<file path="src/rtl/block_pool_compressor.sv">
// Raster-stream block downsampler: one rounded-average or max pixel per 2^BLK_LOG2 square block,
// emitted in raster order with a linear address over valid/ready handshakes.
module block_pool_compressor #(
  parameter int unsigned PIX_W    = 8,
  parameter int unsigned IN_W     = 224,
  parameter int unsigned IN_H     = 224,
  parameter int unsigned BLK_LOG2 = 3,
  parameter int unsigned ROUND    = 1,
  parameter int unsigned ADDR_W   = 10
) (
  input  logic              clk,
  input  logic              rst_n,
  input  logic              start,
  input  logic              mode,
  input  logic              pix_vld,
  input  logic [PIX_W-1:0]  pix_in,
  output logic              pix_rdy,
  output logic              out_vld,
  output logic [PIX_W-1:0]  out_pix,
  output logic [ADDR_W-1:0] out_addr,
  input  logic              out_rdy,
  output logic              busy,
  output logic              done
);

  localparam int unsigned OUT_W    = IN_W >> BLK_LOG2;
  localparam int unsigned OUT_H    = IN_H >> BLK_LOG2;
  localparam int unsigned N_OUT    = OUT_W * OUT_H;
  localparam int unsigned ACC_W    = PIX_W + 2 * BLK_LOG2;
  localparam int unsigned XW       = (IN_W > 1) ? $clog2(IN_W) : 1;
  localparam int unsigned YW       = (IN_H > 1) ? $clog2(IN_H) : 1;
  localparam int unsigned BXW      = (OUT_W > 1) ? $clog2(OUT_W) : 1;
  localparam int unsigned BLK_MASK = (1 << BLK_LOG2) - 1;
  localparam int unsigned RND      = (ROUND != 0) ? (1 << (2 * BLK_LOG2 - 1)) : 0;

  typedef enum logic [1:0] {S_IDLE, S_RUN, S_DRAIN} state_t;

  state_t            state, state_nxt;
  logic              mode_q;
  logic [XW-1:0]     x;
  logic [YW-1:0]     y;
  logic [ACC_W-1:0]  acc [OUT_W];

  logic              accept, out_hs;
  logic              x_last, y_last, frame_last;
  logic              blk_first, blk_last;
  logic [BXW-1:0]    bx;
  logic [ACC_W-1:0]  pix_ext, slot, slot_upd, avg_sum;
  logic [PIX_W-1:0]  blk_val;

  assign pix_rdy    = (state == S_RUN) && (!out_vld || out_rdy);
  assign accept     = pix_vld && pix_rdy;
  assign out_hs     = out_vld && out_rdy;
  assign busy       = (state != S_IDLE);
  assign done       = (state == S_DRAIN) && out_hs && !start;

  assign x_last     = (x == XW'(IN_W - 1));
  assign y_last     = (y == YW'(IN_H - 1));
  assign frame_last = x_last && y_last;
  assign blk_first  = ((x & XW'(BLK_MASK)) == '0) && ((y & YW'(BLK_MASK)) == '0);
  assign blk_last   = ((x & XW'(BLK_MASK)) == XW'(BLK_MASK)) &&
                      ((y & YW'(BLK_MASK)) == YW'(BLK_MASK));
  assign bx         = BXW'(x >> BLK_LOG2);

  // Column slot update; the block-first pixel reloads the slot left over from the previous block row.
  assign pix_ext = ACC_W'(pix_in);
  assign slot    = acc[bx];

  always_comb begin
    slot_upd = slot + pix_ext;
    if (blk_first) begin
      slot_upd = pix_ext;
    end else if (mode_q) begin
      slot_upd = (pix_ext > slot) ? pix_ext : slot;
    end
  end

  assign avg_sum = slot_upd + ACC_W'(RND);
  assign blk_val = mode_q ? PIX_W'(slot_upd) : PIX_W'(avg_sum >> (2 * BLK_LOG2));

  always_ff @(posedge clk) begin
    if (!rst_n) begin
      state <= S_IDLE;
    end else begin
      state <= state_nxt;
    end
  end

  always_comb begin
    state_nxt = state;
    if (start) begin
      state_nxt = S_RUN;
    end else begin
      case (state)
        S_IDLE:  state_nxt = S_IDLE;
        S_RUN:   if (accept && frame_last) state_nxt = S_DRAIN;
        S_DRAIN: if (out_hs) state_nxt = S_IDLE;
        default: state_nxt = S_IDLE;
      endcase
    end
  end

  // Position counters, mode latch and the output register.
  always_ff @(posedge clk) begin
    if (!rst_n) begin
      mode_q   <= 1'b0;
      x        <= '0;
      y        <= '0;
      out_vld  <= 1'b0;
      out_pix  <= '0;
      out_addr <= '0;
    end else if (start) begin
      mode_q   <= mode;
      x        <= '0;
      y        <= '0;
      out_vld  <= 1'b0;
      out_pix  <= '0;
      out_addr <= '0;
    end else begin
      if (out_hs) begin
        out_vld <= 1'b0;
        if (out_addr != ADDR_W'(N_OUT - 1)) begin
          out_addr <= out_addr + ADDR_W'(1);
        end
      end
      if (accept) begin
        x <= x_last ? '0 : x + XW'(1);
        if (x_last) begin
          y <= y_last ? '0 : y + YW'(1);
        end
        if (blk_last) begin
          out_vld <= 1'b1;
          out_pix <= blk_val;
        end
      end
    end
  end

  always_ff @(posedge clk) begin
    if (accept && !start) begin
      acc[bx] <= slot_upd;
    end
  end

endmodule

</file>
<file path="config.mk">
export PLATFORM = sky130hd
export DESIGN_NAME = block_pool_compressor
export DESIGN_NICKNAME = d
export VERILOG_FILES = /design/src/rtl/block_pool_compressor.sv
export SDC_FILE = /design/constraint.sdc
export NUM_CORES = 1
export LEC_CHECK = 0
export CELL_PAD_IN_SITES_DETAIL_PLACEMENT = 1
export CELL_PAD_IN_SITES_GLOBAL_PLACEMENT = 2
export CORE_MARGIN = 3
export CORE_UTILIZATION = 43
export DETAILED_ROUTE_END_ITERATION = 10
export GPL_ROUTABILITY_DRIVEN = 0
export PLACE_DENSITY_LB_ADDON = 0.2
export SYNTH_ARGS = -nofsm -noshare
export SYNTH_HDL_FRONTEND = slang
export SYNTH_SLANG_ARGS = --single-unit
</file>
<file path="constraint.sdc">
create_clock -name clk -period 5.6 [get_ports clk]
set_input_delay 1.12 -clock clk [delete_from_list [all_inputs] [get_ports clk]]
set_output_delay 1.12 -clock clk [all_outputs]
set_load 0.03 [all_outputs]
</file>
Yosys cells after proc, flatten, opt, wreduce, memory -nomap -nowiden --
Memories as Yosys holds them, arrays and structs flattened. A register that Yosys moved wholly into a read port is not among the register bits. Cells that the tools add are included.
Cells by class: add/subtract/negate cells 5, $lt $le $gt $ge 1, eq/ne operators 11, multiplexer cells 17, bitwise gates (word level) 1, reduce and logical (&&, ||, !) cells 22
Operators with widths (number):
- $mux 14 | 3
- $mux 8 | 3
- $add 8x1->8 const B | 2
- $eq 8x8->1 const B | 2
- $logic_not 8->1 | 2
- $add 14x6->14 const B | 1
- $add 14x8->14 | 1
- $gt 8x14->1 | 1
- $add 10x1->10 const B | 1
- $logic_and 1x1->1 | 10
- $mux 5 | 2
- $ne 10x10->1 const B | 1
- $reduce_and 2->1 | 5
- $eq 3x3->1 const B | 2
- $mux 1 | 6
- $mux 2 | 2
- $pmux 2 s2 | 1
- $ne 3x2->1 const B | 1
- $ne 3x3->1 const B | 1
- $eq 2x1->1 const B | 1
- $eq 2x2->1 const B | 1
- $logic_not 1->1 | 2
- $ne 2x1->1 const B | 1
- $ne 2x2->1 const B | 1
- 4 further kinds | 4
Word-level totals: flip-flop bits (word level) 38, RAM bits 392, input bits 14, output and inout bits 22, logic and storage cells 66, memories 1
Memories:
- acc | words 28, bits a word 14, rd ports 1, clocked after memory_dff 1, wr ports 1, line 42 | logic [ACC_W-1:0] acc [OUT_W];

Longest topological paths before layout --
depth in word-level cells 8, mapped depth 27, mapped depth without buffers 19

Worst setup path before layout --
OpenSTA, ideal clock, no wires.
path kind flip-flop to flip-flop, start register (tool-made name), end register out_pix[7], library setup time 0.079 ns, arrival 5.735 ns, required time 5.521 ns, setup slack -0.214 ns, cell stages (with the launch flop) 22, buffers on the path 6, period minus slack after synthesis 5.814 ns, cell sequence dfxtp_1 > buf_4 > buf_6 > buf_4 > buf_4 > buf_6 > buf_4 > mux4_2 > mux4_2 > mux2_2 > inv_1 > ha_1 > nand2b_1 > a21oi_1 > o21bai_1 > a21oi_1 > o31ai_1 > or3_1 > a21oi_1 > nand2_1 > or3_1 > o211ai_1
RTL lines:
- to (signal assigned) | line 133 | out_pix <= blk_val;
- to (decl) | line 19 | output logic [PIX_W-1:0] out_pix,

==> parameters.txt <==
Parameter                              Value

Clocking
  Clock insertion delay at the later pin of the skew report    0.58 ns
  Clock buffer count from CTS    47
  Post-CTS sizing    0
  Clock sink count    between 400 and 500
  Hold bufs inserted after CTS    0
  CTS root buf    clkbuf_16
  Clock buffer depth    3
  H-Tree Level Count    2
  Post-CTS setup buffers    0
  TritonCTS clock tree    built
  Clock slew at the register clock pins of the worst setup and hold paths    0.06 ns

Power
  LEAKAGE    around 0.0067 µW
  Cell internal pwr    5290 µW
  Sw Ratio    about a fifth
  Clock power frac    44.2%
  Register share of total power    between 50% and 60%
  Net Switching    1380 µW
  IR Drop Worst-Case VDD    just under 0.0002 V
  Share of total power in combinational logic    about 2.7%
  Power Dens Cells    315 nW/µm²

Synth
  Async SR Flop Fraction    0%
  Number of instances in the synthesized netlist    approximately 1100
  Register bit total from synthesis    435
  Number of flops mapped to enable cells by yosys    392
  Share of synthesized area occupied by flip-flops and latches    68.6%
  Synth unique cells    75
  Summed instance area of the synthesized netlist    18400 µm²
  Average cell area after synthesis    17.0 µm²
  Leading register cell type out of synthesis    edfxtp_1
  Post-synth net total    between 1000 and 1500
  Synth warn    0

Detailed routing
  Vias per Instance    between 5 and 6
  Length of the first detailed-routing pass in iterations    5
  Average wire length per cell after detail routing    about 27 µm
  DR iter-0 viols    707
  Wirelength, routed    46800 µm
  Via count    10031
  Residual antenna-violating net count after detailed routing    0
  Count of unresolved DRC violations after routing    0

Finish
  Fill cell total of the finished layout    3937
  Highest-count cells in the layout ignoring fill and taps    edfxtp_1, mux4_2, nor2_1
  Diode count    0
  Most common library cell in the layout ignoring fill and taps    edfxtp_1
  Final design utilization    50.3%
  Share of layout cells above drive strength 1    20.7%
  Final #Nets    1228
  Area delta synth->final    15.1%

Setup path
  Worst path arrival time    5.47 ns
  Maximum net fanout on the critical path    28
  Minimum setup slack among reg-to-reg paths    0.27 ns
  Worst EP required    5.73 ns
  Depth of the most critical reg-to-reg path    14
  Setup crit start kind    register
  Capturing element of the worst setup path    acc[25][7]
  Critical path type    reg2reg
  Category of the worst setup path capture point    register
  Crit Reg-Reg Endpoint    acc[25][7]

Die
  Die Span Y    ~210 µm
  Ports    36
  Die X-Extent    213 µm
  Total number of placement rows    75
  Area enclosed by the die boundary    45300 µm²
  Initial Util    43.7%
  Core Box Area    between 40000 and 50000 µm²

Place
  HPWL after detailed placement    30500 µm
  Number of input and output port buffers inserted    35

Timing
  Slew margin rel.    32.7%
  Worst-margin pin slew    slightly above 1 ns
  Clock period minus final worst setup slack    5.33 ns
  Final Max Slew Viols    0
  Final hold violation count    0
  Peak clock frequency supported by timing    188 MHz
  Total Neg Setup Slack    0 ns
  Worst Clk Skew    a little under 0.02 ns
  Final critical-path share of the clock period    a little over nine tenths
  Final setup violation count    0

GRT
  Initial antenna violation count    1
  Wire length of the first global-routing pass    69900 µm
  Total track usage    21.2%
  Largest net degree at the start of global routing    36
  Number of global-route vias before repair    10606
  Total overflow reported by the global router    0

Run status
  Outcome    completed

Flow run
  Max-cap viol count    0

Hold path
  Tightest Hold Check Type    reg2reg
-- power by group through the flow --
stage | Combinational, µW | Sequential [µW] | Clock [µW]
final | 183 | 3540 | 2950
after detailed placement | 182 | 3610 | 0
after global routing | 201 | 3540 | 3150
after CTS | 183 | 3540 | 3030
after global placement | 178 | 3610 | 0
after floorplan | 99.9 | 3610 | 0
-- cell type report --
cell class | instances | area, µm² | area share (%)
Clock buffer | 55 | 1230 | 5.79
Clock inverter | 29 | 221 | 1.05
Inverter | 28 | 105 | 0.496
Multi-Input combinational cell | 572 | 5420 | 25.6
Sequential cell | 435 | 12600 | 59.7
Tap cell | 539 | 674 | 3.18
Timing Repair Buffer | 101 | 896 | 4.23
-- cells in the mapped netlist, types with 5 or more instances --
master | n | area (µm²)
a21oi_1 | 27 | 135
a22oi_1 | 11 | 82.6
a31oi_1 | 7 | 43.8
and3_1 | 5 | 31.3
buf_2 | 7 | 35.0
buf_4 | 11 | 82.6
buf_6 | 7 | 78.8
clkbuf_1 | 22 | 82.6
dfxtp_1 | 43 | 861
edfxtp_1 | 392 | 11800
ha_1 | 28 | 350
inv_1 | 27 | 101
mux2_2 | 11 | 124
mux2i_1 | 52 | 521
mux4_1 | 8 | 210
mux4_2 | 81 | 1820
nand2_1 | 49 | 184
nand2b_1 | 8 | 50.1
nand3_1 | 25 | 125
nand4_1 | 14 | 87.6
nor2_1 | 80 | 300
nor2b_1 | 12 | 75.1
nor3_1 | 6 | 30.0
nor3b_1 | 6 | 45.0
nor4_1 | 5 | 31.3
o211ai_1 | 6 | 45.0
o21a_1 | 5 | 37.5
o21ai_0 | 19 | 95.1
o22ai_1 | 9 | 56.3
or3_1 | 5 | 31.3
xnor2_1 | 11 | 96.3
xor2_1 | 19 | 166
-- metal layers --
layer | GRT usage [%] | wire length (µm)
met3 | 3.66 | 2200
met4 | 6.26 | 1180
met2 | 34.4 | 22500
met5 | 0 | 0
met1 | 29.6 | 20900
-- per-stage QoR --
step / instances / worst slack [ns] / power, µW / hold slack (ns) / instance area [µm²]
5_1_grt: 1759 / -0.000333 / 6890 / 0.497 / 21200
3_5_place_dp: 1675 / 0.280 / 3790 / 0.473 / 19700
3_3_place_gp: 1675 / 0.361 / 3780 / 0.459 / 19700
4_1_cts: 1759 / 0.224 / 6750 / 0.481 / 21200
6_report: 1759 / 0.268 / 6670 / 0.476 / 21200
2_1_floorplan: 1084 / 0.0879 / 3710 / 0.466 / 18400
-- logic make-up after synthesis --
kind of cell | Yosys count | synth area share (%)
mux | 154 | 14.8
buf+inv | 77 | 2.19
xor+xnor | 30 | 1.43
compound gates | 113 | 4.30
flops | 435 | 68.6
simple gates | 246 | 6.71
fa+ha+maj | 29 | 2.01
-- flip-flops by register name (all words and copies together) (netlist names), named ones only --
name / cells
x: 8
out_addr: 10
y: 8
out_vld: 1
out_pix: 8
acc: 392
state: 2
mode_q: 1
-- how the worst min path moves through the flow --
stage,startpoint,end,slack (ns),depth (start not counted)
detailed placement,out_pix[0],out_pix[0],0.47,2
finish,out_pix[0],out_pix[0],0.48,2
CTS,out_pix[0],out_pix[0],0.48,2
global placement,out_pix[0],out_pix[0],0.46,2
global route,out_pix[0],out_pix[0],0.50,2
floorplan,x[1],x[1],0.47,2
-- critical path: stages (launching register included) --
cell and delay [ns]:
dfxtp_4 0.58, buf_12 0.26, mux4_2 0.53, mux4_2 0.52, mux2_2 0.34, inv_1 0.10
ha_1 0.22, nand2b_1 0.14, a21oi_1 0.19, o21bai_1 0.09, a21oi_1 0.39, o41ai_1 0.18
mux2i_1 0.16, o211ai_2 0.53, inv_1 0.61
Power figures use the tool's default switching activity.
